==> src/rtl/idelay_pkg.sv <==
// Shared types and constants for the idelaye3_asic tap-delay block.
// Holds tap width, delay-line depth, mode enums and the update FSM states.
package idelay_pkg;

    localparam int TAP_W      = 9;
    localparam int LINE_DEPTH = 16;
    localparam int IDX_W      = 4;

    typedef enum logic [1:0] {
        DT_FIXED,
        DT_VARIABLE,
        DT_VAR_LOAD
    } delay_type_e;

    typedef enum logic {
        UM_ASYNC,
        UM_SYNC
    } update_mode_e;

    typedef enum logic {
        SRC_IDATAIN,
        SRC_DATAIN
    } delay_src_e;

    typedef enum logic {
        ST_IDLE,
        ST_ARMED
    } upd_state_e;

    // One tap step with natural modulo-512 wrap in both directions.
    function automatic logic [TAP_W-1:0] tap_step(
        input logic [TAP_W-1:0] t,
        input logic             inc
    );
        return inc ? t + TAP_W'(1) : t - TAP_W'(1);
    endfunction

endpackage

==> src/rtl/idelay_line.sv <==
// Delay line: 16-entry sample shift register with a registered tap mux.
// Ports: CLK, RST_N, src (serial in), idx (tap index), dout, src_edge.
module idelay_line
    import idelay_pkg::*;
(
    input  logic             CLK,
    input  logic             RST_N,
    input  logic             src,
    input  logic [IDX_W-1:0] idx,
    output logic             dout,
    output logic             src_edge
);

    logic [LINE_DEPTH-1:0] sr;

    // High when the sample about to be taken differs from the last one.
    assign src_edge = src ^ sr[0];

    always_ff @(posedge CLK or negedge RST_N) begin
        if (!RST_N) begin
            sr   <= '0;
            dout <= 1'b0;
        end else begin
            sr   <= {sr[LINE_DEPTH-2:0], src};
            dout <= sr[idx];
        end
    end

endmodule

==> src/rtl/idelaye3_asic.sv <==
// Tap-controlled data delay: tap control, ASYNC/SYNC commit FSM, delay line.
// Ports: CLK, RST_N, IDATAIN, DATAIN, CE, INC, LOAD, CNTVALUEIN[8:0],
//        EN_VTC in; DATAOUT, CNTVALUEOUT[8:0] (committed tap) out.
module idelaye3_asic
    import idelay_pkg::*;
#(
    parameter string DELAY_TYPE  = "VAR_LOAD",
    parameter int    DELAY_VALUE = 0,
    parameter string UPDATE_MODE = "ASYNC",
    parameter string DELAY_SRC   = "IDATAIN"
) (
    input  logic             CLK,
    input  logic             RST_N,
    input  logic             IDATAIN,
    input  logic             DATAIN,
    input  logic             CE,
    input  logic             INC,
    input  logic             LOAD,
    input  logic [TAP_W-1:0] CNTVALUEIN,
    input  logic             EN_VTC,
    output logic             DATAOUT,
    output logic [TAP_W-1:0] CNTVALUEOUT
);

    localparam delay_type_e DT =
        (DELAY_TYPE == "FIXED")    ? DT_FIXED    :
        (DELAY_TYPE == "VARIABLE") ? DT_VARIABLE :
                                     DT_VAR_LOAD;

    localparam update_mode_e UM =
        (UPDATE_MODE == "SYNC") ? UM_SYNC : UM_ASYNC;

    localparam delay_src_e DS =
        (DELAY_SRC == "DATAIN") ? SRC_DATAIN : SRC_IDATAIN;

    localparam logic [TAP_W-1:0] RST_TAP = TAP_W'(DELAY_VALUE);

    logic [TAP_W-1:0] tap_q;
    logic [TAP_W-1:0] tap_d;
    logic [TAP_W-1:0] pend_q;
    logic [TAP_W-1:0] pend_d;
    logic [TAP_W-1:0] pend_step;
    logic             upd_req;
    logic             src;
    logic             src_edge;
    upd_state_e       st_q;
    upd_state_e       st_d;

    assign src = (DS == SRC_DATAIN) ? DATAIN : IDATAIN;

    // Requested pending tap; LOAD beats CE, both blocked when frozen.
    always_comb begin
        upd_req   = 1'b0;
        pend_step = pend_q;
        if (!EN_VTC && DT != DT_FIXED) begin
            if (LOAD && DT == DT_VAR_LOAD) begin
                upd_req   = 1'b1;
                pend_step = CNTVALUEIN;
            end else if (CE) begin
                upd_req   = 1'b1;
                pend_step = tap_step(pend_q, INC);
            end
        end
    end

    // ASYNC commits at once. SYNC parks the value in ARMED and commits it
    // on the first source transition; a new request while ARMED only
    // replaces the pending value and keeps waiting.
    always_comb begin
        st_d   = st_q;
        pend_d = pend_q;
        tap_d  = tap_q;
        if (UM == UM_ASYNC) begin
            st_d = ST_IDLE;
            if (upd_req) begin
                pend_d = pend_step;
                tap_d  = pend_step;
            end
        end else begin
            unique case (st_q)
                ST_IDLE: begin
                    if (upd_req) begin
                        pend_d = pend_step;
                        st_d   = ST_ARMED;
                    end
                end
                ST_ARMED: begin
                    if (upd_req) begin
                        pend_d = pend_step;
                    end else if (src_edge) begin
                        tap_d = pend_q;
                        st_d  = ST_IDLE;
                    end
                end
            endcase
        end
    end

    always_ff @(posedge CLK or negedge RST_N) begin
        if (!RST_N) begin
            tap_q  <= RST_TAP;
            pend_q <= RST_TAP;
            st_q   <= ST_IDLE;
        end else begin
            tap_q  <= tap_d;
            pend_q <= pend_d;
            st_q   <= st_d;
        end
    end

    assign CNTVALUEOUT = tap_q;

    idelay_line u_line (
        .CLK      (CLK),
        .RST_N    (RST_N),
        .src      (src),
        .idx      (tap_q[TAP_W-1 -: IDX_W]),
        .dout     (DATAOUT),
        .src_edge (src_edge)
    );

endmodule

==> config.mk <==
export PLATFORM = sky130hd
export DESIGN_NAME = idelaye3_asic
export DESIGN_NICKNAME = d
export VERILOG_FILES = /design/src/rtl/idelay_pkg.sv /design/src/rtl/idelay_line.sv /design/src/rtl/idelaye3_asic.sv
export SDC_FILE = /design/constraint.sdc
export NUM_CORES = 1
export LEC_CHECK = 0
export BUFFER_PORTS_ARGS = -buffer_cell sky130_fd_sc_hd__clkbuf_2
export CAP_MARGIN = 20
export CORE_UTILIZATION = 31
export DETAILED_ROUTE_END_ITERATION = 12
export SETUP_SLACK_MARGIN = 0.4
export SYNTH_ARGS = -nofsm -noshare
export SYNTH_HDL_FRONTEND = slang
export SYNTH_SLANG_ARGS = --single-unit
==> constraint.sdc <==
create_clock -name CLK -period 2.3 [get_ports CLK]
set_clock_uncertainty 0.2 [all_clocks]
set_input_delay 0 -clock CLK [delete_from_list [all_inputs] [get_ports CLK]]
set_output_delay 0 -clock CLK [all_outputs]
set_load 0.05 [all_outputs]
==> reports/results.md <==
| Quantity | This run |
| --- | --- |
| Largest area contributor in the netlist | sky130_fd_sc_hd__dfrtp_1 |
| Worst setup path startpoint | CNTVALUEOUT[2]$_DFFE_PN0P_ |
| DR WL/cell | 14.18 µm |
| Number of failing setup endpoints in the final timing report | 0 |
| CTS Root Cell | sky130_fd_sc_hd__clkbuf_8 |
| Global-route wire length before repair | 5023 µm |
| CTS tree | yes |
| Final Hold Slack | 0.03110 ns |
| Power density relative to cell area | 1024 nW/µm² |
| Outcome | completed |
| Routability cong. | 0.8211 |
| HP Start | LOAD |
| Number of placement rows | 23 |
| Most common library cells after synthesis | 26 x sky130_fd_sc_hd__dfrtp_1, 13 x sky130_fd_sc_hd__nand2_1, 9 x sky130_fd_sc_hd__a21oi_1, 8 x sky130_fd_sc_hd__o21ai_0, 7 x sky130_fd_sc_hd__ha_1 |
| Fin. max-slew vios | 0 |
| Number of global-route vias before repair | 1067 |
| Adder-cell area share of the yosys netlist | 0.08015 |
| Unrepaired setup endpoints after global routing | yes |
| Filler instances | 414 |
| Post-synthesis instance area | 1343 µm² |
| Most numerous cell in the Yosys netlist | sky130_fd_sc_hd__dfrtp_1 |
| Area of the multi-input gates | 694.4 µm² |
| HPWL after DPL | 2084 µm |
| Number of synthesized register bits | 26 |
| Maximum number of pins on one net before global-route repair | 27 |
| Worst Setup Start Kind | flop |
| Slew at the pin closest to its max-slew limit | 0.6456 ns |
| GRT overflow | 0 |
| Fraction of the mapped netlist area in compound gates | 0.1491 |
| Ratio of cells with drive above 1 in the final layout | 0.3567 |
| Horizontal extent of the die | 67.81 µm |
| Total Wirelength | 2936 µm |
| Largest family of logic cells by synthesized area | compound AO/OA/AOI/OAI gates |
| EDFF count, synth | 0 |
| Syn Inst Count | 116 |
| Required time at the worst-slack endpoint | 2.25 ns |
| All-layer global routing usage | 0.1462 |
| Ant. Diodes | 0 |
| Violation count after the first detailed-route iteration | 52 |
| Initial antenna violation count | 0 |
| Normalized max-slew margin | 0.5696 |
| Residual antenna-violating net count after detailed routing | 0 |
| Period utilisation layout | 0.9241 |
| Ys flop type | sky130_fd_sc_hd__dfrtp_1 |
| Peak supply drop | 0.2642 mV |
| Xor and xnor fraction of the mapped netlist area | 0.01957 |
| Total negative slack for setup checks | 0 ns |
| Residual DRC | 0 |
| MaxCap Viol Count | 0 |
| Simple-Gate Fraction of Synth Area | 0.1100 |
| Combined flip-flop and latch cell area | 659.4 µm² |
| Syn nets | 141 |
| Die span in y | 67.81 µm |
| Synth warnings | 0 |
| Number of iterations in the first detailed-routing pass | 4 |
| Maximum clock insertion buffer count | 2 |
| Yosys cell types | 32 |
| H-tree level count | 1 |
| Crit-path max FO | 4 |
| Min Tclk post-route | 2.126 ns |
| Via/cell ratio | 5.174 |
| Port Buffer Count | 25 |
| Reported leakage power | 0.7735 nW |
| Path class of the lowest-slack min-delay path | in2reg |
| CTS clk-pin slew, worst paths | 0.09 ns |
| Crit Path Category | reg2reg |
| Sequential cell area fraction in the yosys report | 0.4846 |
| Clk sink count | 26 |
| Initial cell density of the core | 0.3285 |
| Arrival time worst endpoint | 2.07 ns |
| Mux share of post-synthesis cell area | 0.1323 |
| Kind of end point of the critical path | flop |
| Area Overhead vs Synth | 31.97% |
| Final #Nets | 183 |
| Clock latency of the later-clocked register in the worst-skew pair | 0.27 ns |
| Number of failing hold endpoints at the final stage | 0 |
| Post-synthesis async set-or-reset flop share | 1.000 |
| Core Box Area | 4086 µm² |
| TritonCTS Buffers | 3 |
| Power Total | 0.001814 W |
| Die footprint | 4598 µm² |
| Beginning of the worst register-to-register path | CNTVALUEOUT[2]$_DFFE_PN0P_ |
| Syn_area_per_cell | 11.57 µm² |
| Vias | 1071 |
| Boundary pin count | 27 |
| Top cell type's share of synthesized area | 0.4846 |
| Max Fclk | 0.4705 GHz |
| Largest cells by area after synthesis | sky130_fd_sc_hd__dfrtp_1 48%, sky130_fd_sc_hd__mux4_1 7.8%, sky130_fd_sc_hd__ha_1 6.5% |
-- critical path: stages (launching register included) --
cell and delay, ns:
sky130_fd_sc_hd__dfrtp_2 0.44, sky130_fd_sc_hd__ha_4 0.30, sky130_fd_sc_hd__a211oi_2 0.08, sky130_fd_sc_hd__buf_4 0.16
sky130_fd_sc_hd__or2_1 0.23, sky130_fd_sc_hd__a221o_1 0.35, sky130_fd_sc_hd__mux2i_1 0.16, sky130_fd_sc_hd__o211ai_1 0.09
-- power by group --
part	internal (W)	total (W)	switching (W)
Clock	0.000233	0.000377	0.000145
Sequential	0.000532	0.000604	0.0000713
Combinational	0.000340	0.000832	0.000492
-- registers in the layout (all words and copies together), names as in the netlist --
register	count
CNTVALUEOUT	9
u_line.dout	1
u_line.sr	16
-- final cells by class --
class	instances	area share
multi-input combinational	84	0.3919
sequential	26	0.3722
timing repair buffer	42	0.1582
tap	50	0.03531
clock buffer	3	0.02331
clock inverter	1	0.01695
inverter	1	0.002119
-- final timing paths --
check | end | slack, ns | depth (start not counted)
setup / recovery | CNTVALUEOUT[8]$_DFFE_PN0P_ | 0.17 | 7
hold / removal | CNTVALUEOUT[0]$_DFFE_PN0P_ | 0.03 | 3
setup reg to reg | CNTVALUEOUT[8]$_DFFE_PN0P_ | 0.17 | 7
hold reg to reg | u_line.sr[7]$_DFF_PN0_ | 0.18 | 0
max in group asynchronous | CNTVALUEOUT[7]$_DFFE_PN0P_ | 1.36 | 2
min in group asynchronous | CNTVALUEOUT[3]$_DFFE_PN0P_ | 0.08 | 2
-- layout by cell type, fill, tap and decap left out, types with 2 or more instances in the layout --
| master | count |
|---|---|
| sky130_fd_sc_hd__dfrtp_2 | 7 |
| sky130_fd_sc_hd__clkbuf_2 | 25 |
| sky130_fd_sc_hd__buf_4 | 6 |
| sky130_fd_sc_hd__nand3_1 | 2 |
| sky130_fd_sc_hd__a21oi_1 | 7 |
| sky130_fd_sc_hd__and3_1 | 2 |
| sky130_fd_sc_hd__nor3b_1 | 2 |
| sky130_fd_sc_hd__o211ai_1 | 4 |
| sky130_fd_sc_hd__dfrtp_1 | 19 |
| sky130_fd_sc_hd__a211oi_2 | 2 |
| sky130_fd_sc_hd__nand2_1 | 13 |
| sky130_fd_sc_hd__xor2_1 | 2 |
| sky130_fd_sc_hd__a21oi_2 | 2 |
| sky130_fd_sc_hd__mux2i_1 | 5 |
| sky130_fd_sc_hd__nor2_1 | 5 |
| sky130_fd_sc_hd__dlygate4sd3_1 | 11 |
| sky130_fd_sc_hd__ha_1 | 4 |
| sky130_fd_sc_hd__nor2b_1 | 2 |
| sky130_fd_sc_hd__clkbuf_8 | 3 |
| sky130_fd_sc_hd__o21bai_1 | 2 |
| sky130_fd_sc_hd__mux4_2 | 5 |
| sky130_fd_sc_hd__o21ai_0 | 5 |
| sky130_fd_sc_hd__nor3_1 | 4 |
| sky130_fd_sc_hd__ha_4 | 2 |
| sky130_fd_sc_hd__o21ai_1 | 4 |
-- metal layers --
layer,wire [µm],vias up,GRT usage
li1,-,509,-
met3,92,2,0.02500
met2,1459,19,0.2413
met4,34,0,0.06510
met5,0,-,0
met1,1350,541,0.1874
-- what timing repair did --
item / CTS / global route
endpoints found under the setup margin: 5 / 6
setup buffers: 1 / 2
resized for setup: 5 / 6
hold endpoints to repair: 36 / 0
hold buffers: 11 / 0
cloned: 0 / 0
pin swaps: 2 / 4
-- per-stage QoR --
| step | instance area, µm² | setup WS, ns | cells | util |
|---|---|---|---|---|
| global route | 1772 | 0.07391 | 207 | 0.4336 |
| global placement | 1520 | 0.1907 | 189 | 0.3720 |
| finish | 1772 | 0.1745 | 207 | 0.4336 |
| CTS | 1745 | 0.1896 | 205 | 0.4271 |
| detailed placement | 1520 | 0.1525 | 189 | 0.3720 |
| floorplan | 1339 | 0.1117 | 116 | - |
-- cell families after synthesis --
logic type,Yosys count
fa+ha+maj,8
flops,26
mux,10
xor+xnor,3
compound gates,31
simple gates,32
buf+inv,6
Note: power is estimated with default switching activity, not from simulation.
